File: config.mk
export PLATFORM = sky130hd
export DESIGN_NAME = bike_bram_port_arbiter
export DESIGN_NICKNAME = d
export VERILOG_FILES = /design/src/rtl/bike_bram_port_arbiter.sv
export SDC_FILE = /design/constraint.sdc
export NUM_CORES = 1
export LEC_CHECK = 0
export ABC_AREA = 1
export BUFFER_PORTS_ARGS = -buffer_cell sky130_fd_sc_hd__buf_2
export CELL_PAD_IN_SITES_DETAIL_PLACEMENT = 1
export CELL_PAD_IN_SITES_GLOBAL_PLACEMENT = 2
export CORE_MARGIN = 3
export CORE_UTILIZATION = 19
export CTS_CLUSTER_SIZE = 16
export DETAILED_ROUTE_END_ITERATION = 7
export HOLD_SLACK_MARGIN = 0.08
export PLACE_DENSITY_LB_ADDON = 0.2
export SLEW_MARGIN = 10
export SYNTH_ARGS = -nofsm -noshare
export SYNTH_HDL_FRONTEND = slang
export SYNTH_SLANG_ARGS = --single-unit
File: constraint.sdc
create_clock -name clk -period 2.7 [get_ports clk]
set_input_delay 0.27 -clock clk [delete_from_list [all_inputs] [get_ports clk]]
set_output_delay 0.27 -clock clk [all_outputs]
set_load 0.02 [all_outputs]
File: src/rtl/bike_bram_port_arbiter.sv
// Round-robin arbiter sharing one BIKE BRAM port between NREQ requesters, with registered
// command issue and tagged read return. Define BIKE_ARB_LOCK_EN to add req_lock bursts.
module bike_bram_port_arbiter #(
   parameter int NREQ   = 4,
   parameter int AW     = 10,
   parameter int DW     = 32,
   parameter int RD_LAT = 1
) (
   input  logic                 clk,
   input  logic                 resetn,
   input  logic [NREQ-1:0]      req,
   input  logic [NREQ-1:0]      req_we,
   input  logic [NREQ*AW-1:0]   req_addr,
   input  logic [NREQ*DW-1:0]   req_wdata,
`ifdef BIKE_ARB_LOCK_EN
   input  logic [NREQ-1:0]      req_lock,
`endif
   output logic [NREQ-1:0]      gnt,
   output logic [NREQ-1:0]      rvalid,
   output logic [DW-1:0]        rdata,
   output logic                 busy,
   output logic                 bram_ren,
   output logic                 bram_wen,
   output logic [AW-1:0]        bram_addr,
   output logic [DW-1:0]        bram_din,
   input  logic [DW-1:0]        bram_dout
);

   localparam int PW = (NREQ > 1) ? $clog2(NREQ) : 1;
   localparam logic [PW:0] NREQ_W = (PW+1)'(NREQ);

   logic [PW-1:0] ptr_q, ptr_d;
   logic [PW-1:0] rr_idx;
   logic          rr_found;
   logic [PW:0]   cand;
   logic [PW-1:0] win_idx;
   logic          win_found;
   logic [NREQ-1:0] gnt_v;

   logic          bram_ren_q, bram_ren_d;
   logic          bram_wen_q, bram_wen_d;
   logic [AW-1:0] bram_addr_q, bram_addr_d;
   logic [DW-1:0] bram_din_q, bram_din_d;
   logic [PW-1:0] rd_id_q, rd_id_d;

   logic [RD_LAT-1:0] tag_vld_q, tag_vld_d;
   logic [PW-1:0]     tag_id_q [RD_LAT];
   logic [PW-1:0]     tag_id_d [RD_LAT];

`ifdef BIKE_ARB_LOCK_EN
   typedef enum logic {S_IDLE, S_LOCKED} lock_state_e;
   lock_state_e   state_q, state_d;
   logic [PW-1:0] lock_id_q, lock_id_d;
`endif

   // First asserted request scanning upward from ptr, wrapping at NREQ.
   always_comb begin
      rr_found = 1'b0;
      rr_idx   = '0;
      cand     = '0;
      for (int i = 0; i < NREQ; i++) begin
         cand = {1'b0, ptr_q} + (PW+1)'(i);
         if (cand >= NREQ_W) cand = cand - NREQ_W;
         if (!rr_found && req[cand[PW-1:0]]) begin
            rr_found = 1'b1;
            rr_idx   = cand[PW-1:0];
         end
      end
   end

   always_comb begin
      win_found = rr_found;
      win_idx   = rr_idx;
      ptr_d     = ptr_q;
`ifdef BIKE_ARB_LOCK_EN
      state_d   = state_q;
      lock_id_d = lock_id_q;
      if (state_q == S_LOCKED) begin
         win_found = req[lock_id_q];
         win_idx   = lock_id_q;
      end
`endif
      // gnt must read 0 while reset is held, even with requests pending.
      win_found = win_found & resetn;
      gnt_v = '0;
      if (win_found) gnt_v[win_idx] = 1'b1;
`ifdef BIKE_ARB_LOCK_EN
      if (state_q == S_IDLE) begin
         if (win_found && req_lock[win_idx]) begin
            state_d   = S_LOCKED;
            lock_id_d = win_idx;
         end
      end else if (!req_lock[lock_id_q]) begin
         state_d = S_IDLE;
      end
`endif
      if (win_found) begin
         if (win_idx == PW'(NREQ-1)) ptr_d = '0;
         else                        ptr_d = win_idx + 1'b1;
`ifdef BIKE_ARB_LOCK_EN
         if (state_d == S_LOCKED) ptr_d = win_idx;
`endif
      end
   end

   always_comb begin
      bram_ren_d  = 1'b0;
      bram_wen_d  = 1'b0;
      bram_addr_d = bram_addr_q;
      bram_din_d  = bram_din_q;
      rd_id_d     = rd_id_q;
      if (win_found) begin
         bram_ren_d  = !req_we[win_idx];
         bram_wen_d  = req_we[win_idx];
         bram_addr_d = req_addr[int'(win_idx)*AW +: AW];
         bram_din_d  = req_wdata[int'(win_idx)*DW +: DW];
         rd_id_d     = win_idx;
      end
   end

   // Tag stage 0 follows the issued command, so the last stage lines up with bram_dout.
   always_comb begin
      tag_vld_d    = '0;
      tag_vld_d[0] = bram_ren_q;
      tag_id_d[0]  = rd_id_q;
      for (int s = 1; s < RD_LAT; s++) begin
         tag_vld_d[s] = tag_vld_q[s-1];
         tag_id_d[s]  = tag_id_q[s-1];
      end
   end

   always_ff @(posedge clk or negedge resetn) begin
      if (!resetn) begin
         ptr_q       <= '0;
         bram_ren_q  <= 1'b0;
         bram_wen_q  <= 1'b0;
         bram_addr_q <= '0;
         bram_din_q  <= '0;
         rd_id_q     <= '0;
         tag_vld_q   <= '0;
         for (int s = 0; s < RD_LAT; s++) tag_id_q[s] <= '0;
      end else begin
         ptr_q       <= ptr_d;
         bram_ren_q  <= bram_ren_d;
         bram_wen_q  <= bram_wen_d;
         bram_addr_q <= bram_addr_d;
         bram_din_q  <= bram_din_d;
         rd_id_q     <= rd_id_d;
         tag_vld_q   <= tag_vld_d;
         for (int s = 0; s < RD_LAT; s++) tag_id_q[s] <= tag_id_d[s];
      end
   end

`ifdef BIKE_ARB_LOCK_EN
   always_ff @(posedge clk or negedge resetn) begin
      if (!resetn) begin
         state_q   <= S_IDLE;
         lock_id_q <= '0;
      end else begin
         state_q   <= state_d;
         lock_id_q <= lock_id_d;
      end
   end
`endif

   always_comb begin
      rvalid = '0;
      if (tag_vld_q[RD_LAT-1]) rvalid[tag_id_q[RD_LAT-1]] = 1'b1;
   end

   assign gnt       = gnt_v;
   assign rdata     = bram_dout;
   assign busy      = bram_ren_q | bram_wen_q | (|tag_vld_q);
   assign bram_ren  = bram_ren_q;
   assign bram_wen  = bram_wen_q;
   assign bram_addr = bram_addr_q;
   assign bram_din  = bram_din_q;

endmodule

==> out/metrics.cfg <==
[place]
portBuffers=230
dp_hpwl_um=13000
gp_congestion=0.830
placed_cell_area_um2=5030

[synthesis]
yosysSeqAreaShare_pct=33.2
syn_area_um2=3840
synth_nets=804
ys_warn_count=0
avgSynthCellArea_um2=6.48
postSynthCellCount=593
synth_enable_flop_cells=0
synth_most_common_cell=nand3_1
synth_ff_type=dfrtp_1
synth_top_cell_by_area=dfrtp_1
ys_async_sr_fraction_pct=100
synth_seq_cells=51
synth_top_area_share_pct=33.2
synth_area_leaders=dfrtp_1 33%, nand3_1 28%, nand2_1 20%
ys_types=27
ys_top_cells_by_count=218 x nand3_1, 203 x nand2_1, 51 x dfrtp_1

[worst_setup_path]
crit_required_ns=2.43
critPathCaptureType=primary output
worstPathArrival_ns=2.27
worstPathMaxFanout=23
cp-start-kind=flip-flop
crit_type=reg -> out

[status]
status=finished clean

[floorplanning]
die-area_um2=22000
die_y_um=148
die_w_um=148
core_area_um2=19700
design.portCount=295
start_util_pct=19.5
fp-row-count=51

[timing]
slew_violations=0
setup_violations=0
hold_violations=0
setup_tns_ns=0
max_slew_margin_pct=51.2
skew_ns=0.00831
finalCritPeriodShare_pct=94.1
fin_crit_ns=2.54
fmax_ghz=0.393
tightest_slew_ns=0.733

[clock_tree]
cts_buffers=5
tritoncts=built
clk_latency_ns=0.30
clockRootBuffer=clkbuf_16
h-tree-depth=2
clk_pin_slew_ns=0.08
clock_path_buffers=2
cts_hold_buf=0
clock-sinks=51

[detailed_routing]
routedWlPerCell_um=17.4
vias_per_cell=4.54
ant_nets=0
top_layer=met5
post-route-drc-count=0
num_vias=4759
drt_first_pass_iters=4
m1WireLength_um=7820
drt_iter0_drc=160
dr_wl_met3_um=1350
routed_wl_um=18200
dr_wl_met2_um=8710

[global_route]
grt_max_degree=87
grt_overflow_total=0
grt_util_all_layers_pct=16.0
grt_pass1_vias=5028
antenna_found_initial=4
grt_pass1_wl_um=27900

[power]
power_density_nw_per_um2=1630
leakage_nw=2.93
ir_worst_vdd_mv=0.602

[min_path]
hold_path_class=in -> async

[cells_and_area]
filler_cell_count=2560
fin_util_pct=27.3
syn_to_final_growth_pct=39.6
layout.nets=992
final_area_um2=5360
drive_gt1_share_pct=36.3

[flow_run]
maxCapViolCount=0

path summary, 6_finish.rpt:
kind	startpoint	to	slack (ns)	depth (start not counted)
max	ptr_q[0]	gnt[1]	0.16	11
min	resetn	rd_id_q[0]	0.14	2
max reg2reg	ptr_q[0]	bram_din[9]	0.36	14
min reg2reg	rd_id_q[1]	tag_id_q[1]	0.39	0
max in group asynchronous	resetn	ptr_q[1]	2.04	2
min in group clk	req_we[1]	bram_ren	0.29	4
per-layer routing:
| layer | up-vias | track usage (%) |
|---|---|---|
| met5 | - | 0 |
| met4 | 2 | 3.97 |
| met3 | 29 | 4.42 |
| met2 | 166 | 27.4 |
| met1 | 2250 | 20.1 |
| li1 | 2312 | - |
critical path, stage by stage, from the launching register on:
cell	delay (ns)
dfrtp_2	0.46
clkbuf_2	0.15
nand2_1	0.10
nand2_1	0.07
o21a_1	0.26
nand2_4	0.13
nor2_4	0.05
inv_1	0.09
nand3_4	0.10
buf_12	0.20
nor3_2	0.17
buf_2	0.19
layout by cell type (no fill, tap or decap), types with 3 or more instances in the layout:
master | synthesis | final
dfrtp_1 | 51 | 49
nand2_4 | 0 | 3
nor3_1 | 5 | 4
nand2_1 | 203 | 201
clkbuf_16 | 0 | 5
inv_1 | 13 | 12
nand3_1 | 218 | 218
buf_12 | 0 | 4
nor2_4 | 1 | 3
buf_4 | 35 | 24
nor2_1 | 5 | 4
buf_2 | 29 | 229
cell families after synthesis:
family / count (synthesis) / synth area share [%]
compound gates: 8 / 1.24
flops: 51 / 33.2
fa+ha+maj: 1 / 0.326
buf+inv: 93 / 13.9
simple gates: 440 / 51.3
final cells by class:
| class | count | area (um2) | share of cell area, % |
|---|---|---|---|
| diodes | 1 | 2.50 | 0.0467 |
| multi-input cells | 449 | 2090 | 38.9 |
| clock inverters | 1 | 7.51 | 0.140 |
| flip-flops and latches | 51 | 1280 | 23.9 |
| inverters | 15 | 58.8 | 1.10 |
| clock buffers | 7 | 153 | 2.85 |
| well taps | 265 | 332 | 6.18 |
| repair buffers | 259 | 1440 | 26.9 |
power by group:
group,switching [mW],internal (mW)
clock,0.318,0.396
sequential,0.233,1.18
combinational,4.25,2.38
total,4.80,3.95
timing repair:
item | CTS | global route
pin swaps | 1 | 3
setup endpoints to repair | 4 | 4
setup buffers | 1 | 13
gates cloned | 1 | 0
resized for setup | 2 | 8
per-stage QoR:
step / cells / worst slack, ns / hold slack (ns) / power (mW)
floorplan: 593 / 0.400 / -0.0256 / 5.73
global placement: 1024 / 0.365 / 0.363 / 7.53
detailed placement: 1024 / 0.288 / 0.375 / 7.63
CTS: 1034 / 0.00340 / 0.182 / 8.58
global route: 1048 / -0.0333 / 0.207 / 9.72
finish: 1048 / 0.158 / 0.140 / 8.76
registers in the layout, indices dropped and copies added (netlist names):
name,flops
bram_wen,1
tag_id_q,2
bram_addr,10
bram_din,32
tag_vld_q,1
ptr_q,2
bram_ren,1
rd_id_q,2
Power figures use the tool's default switching activity.
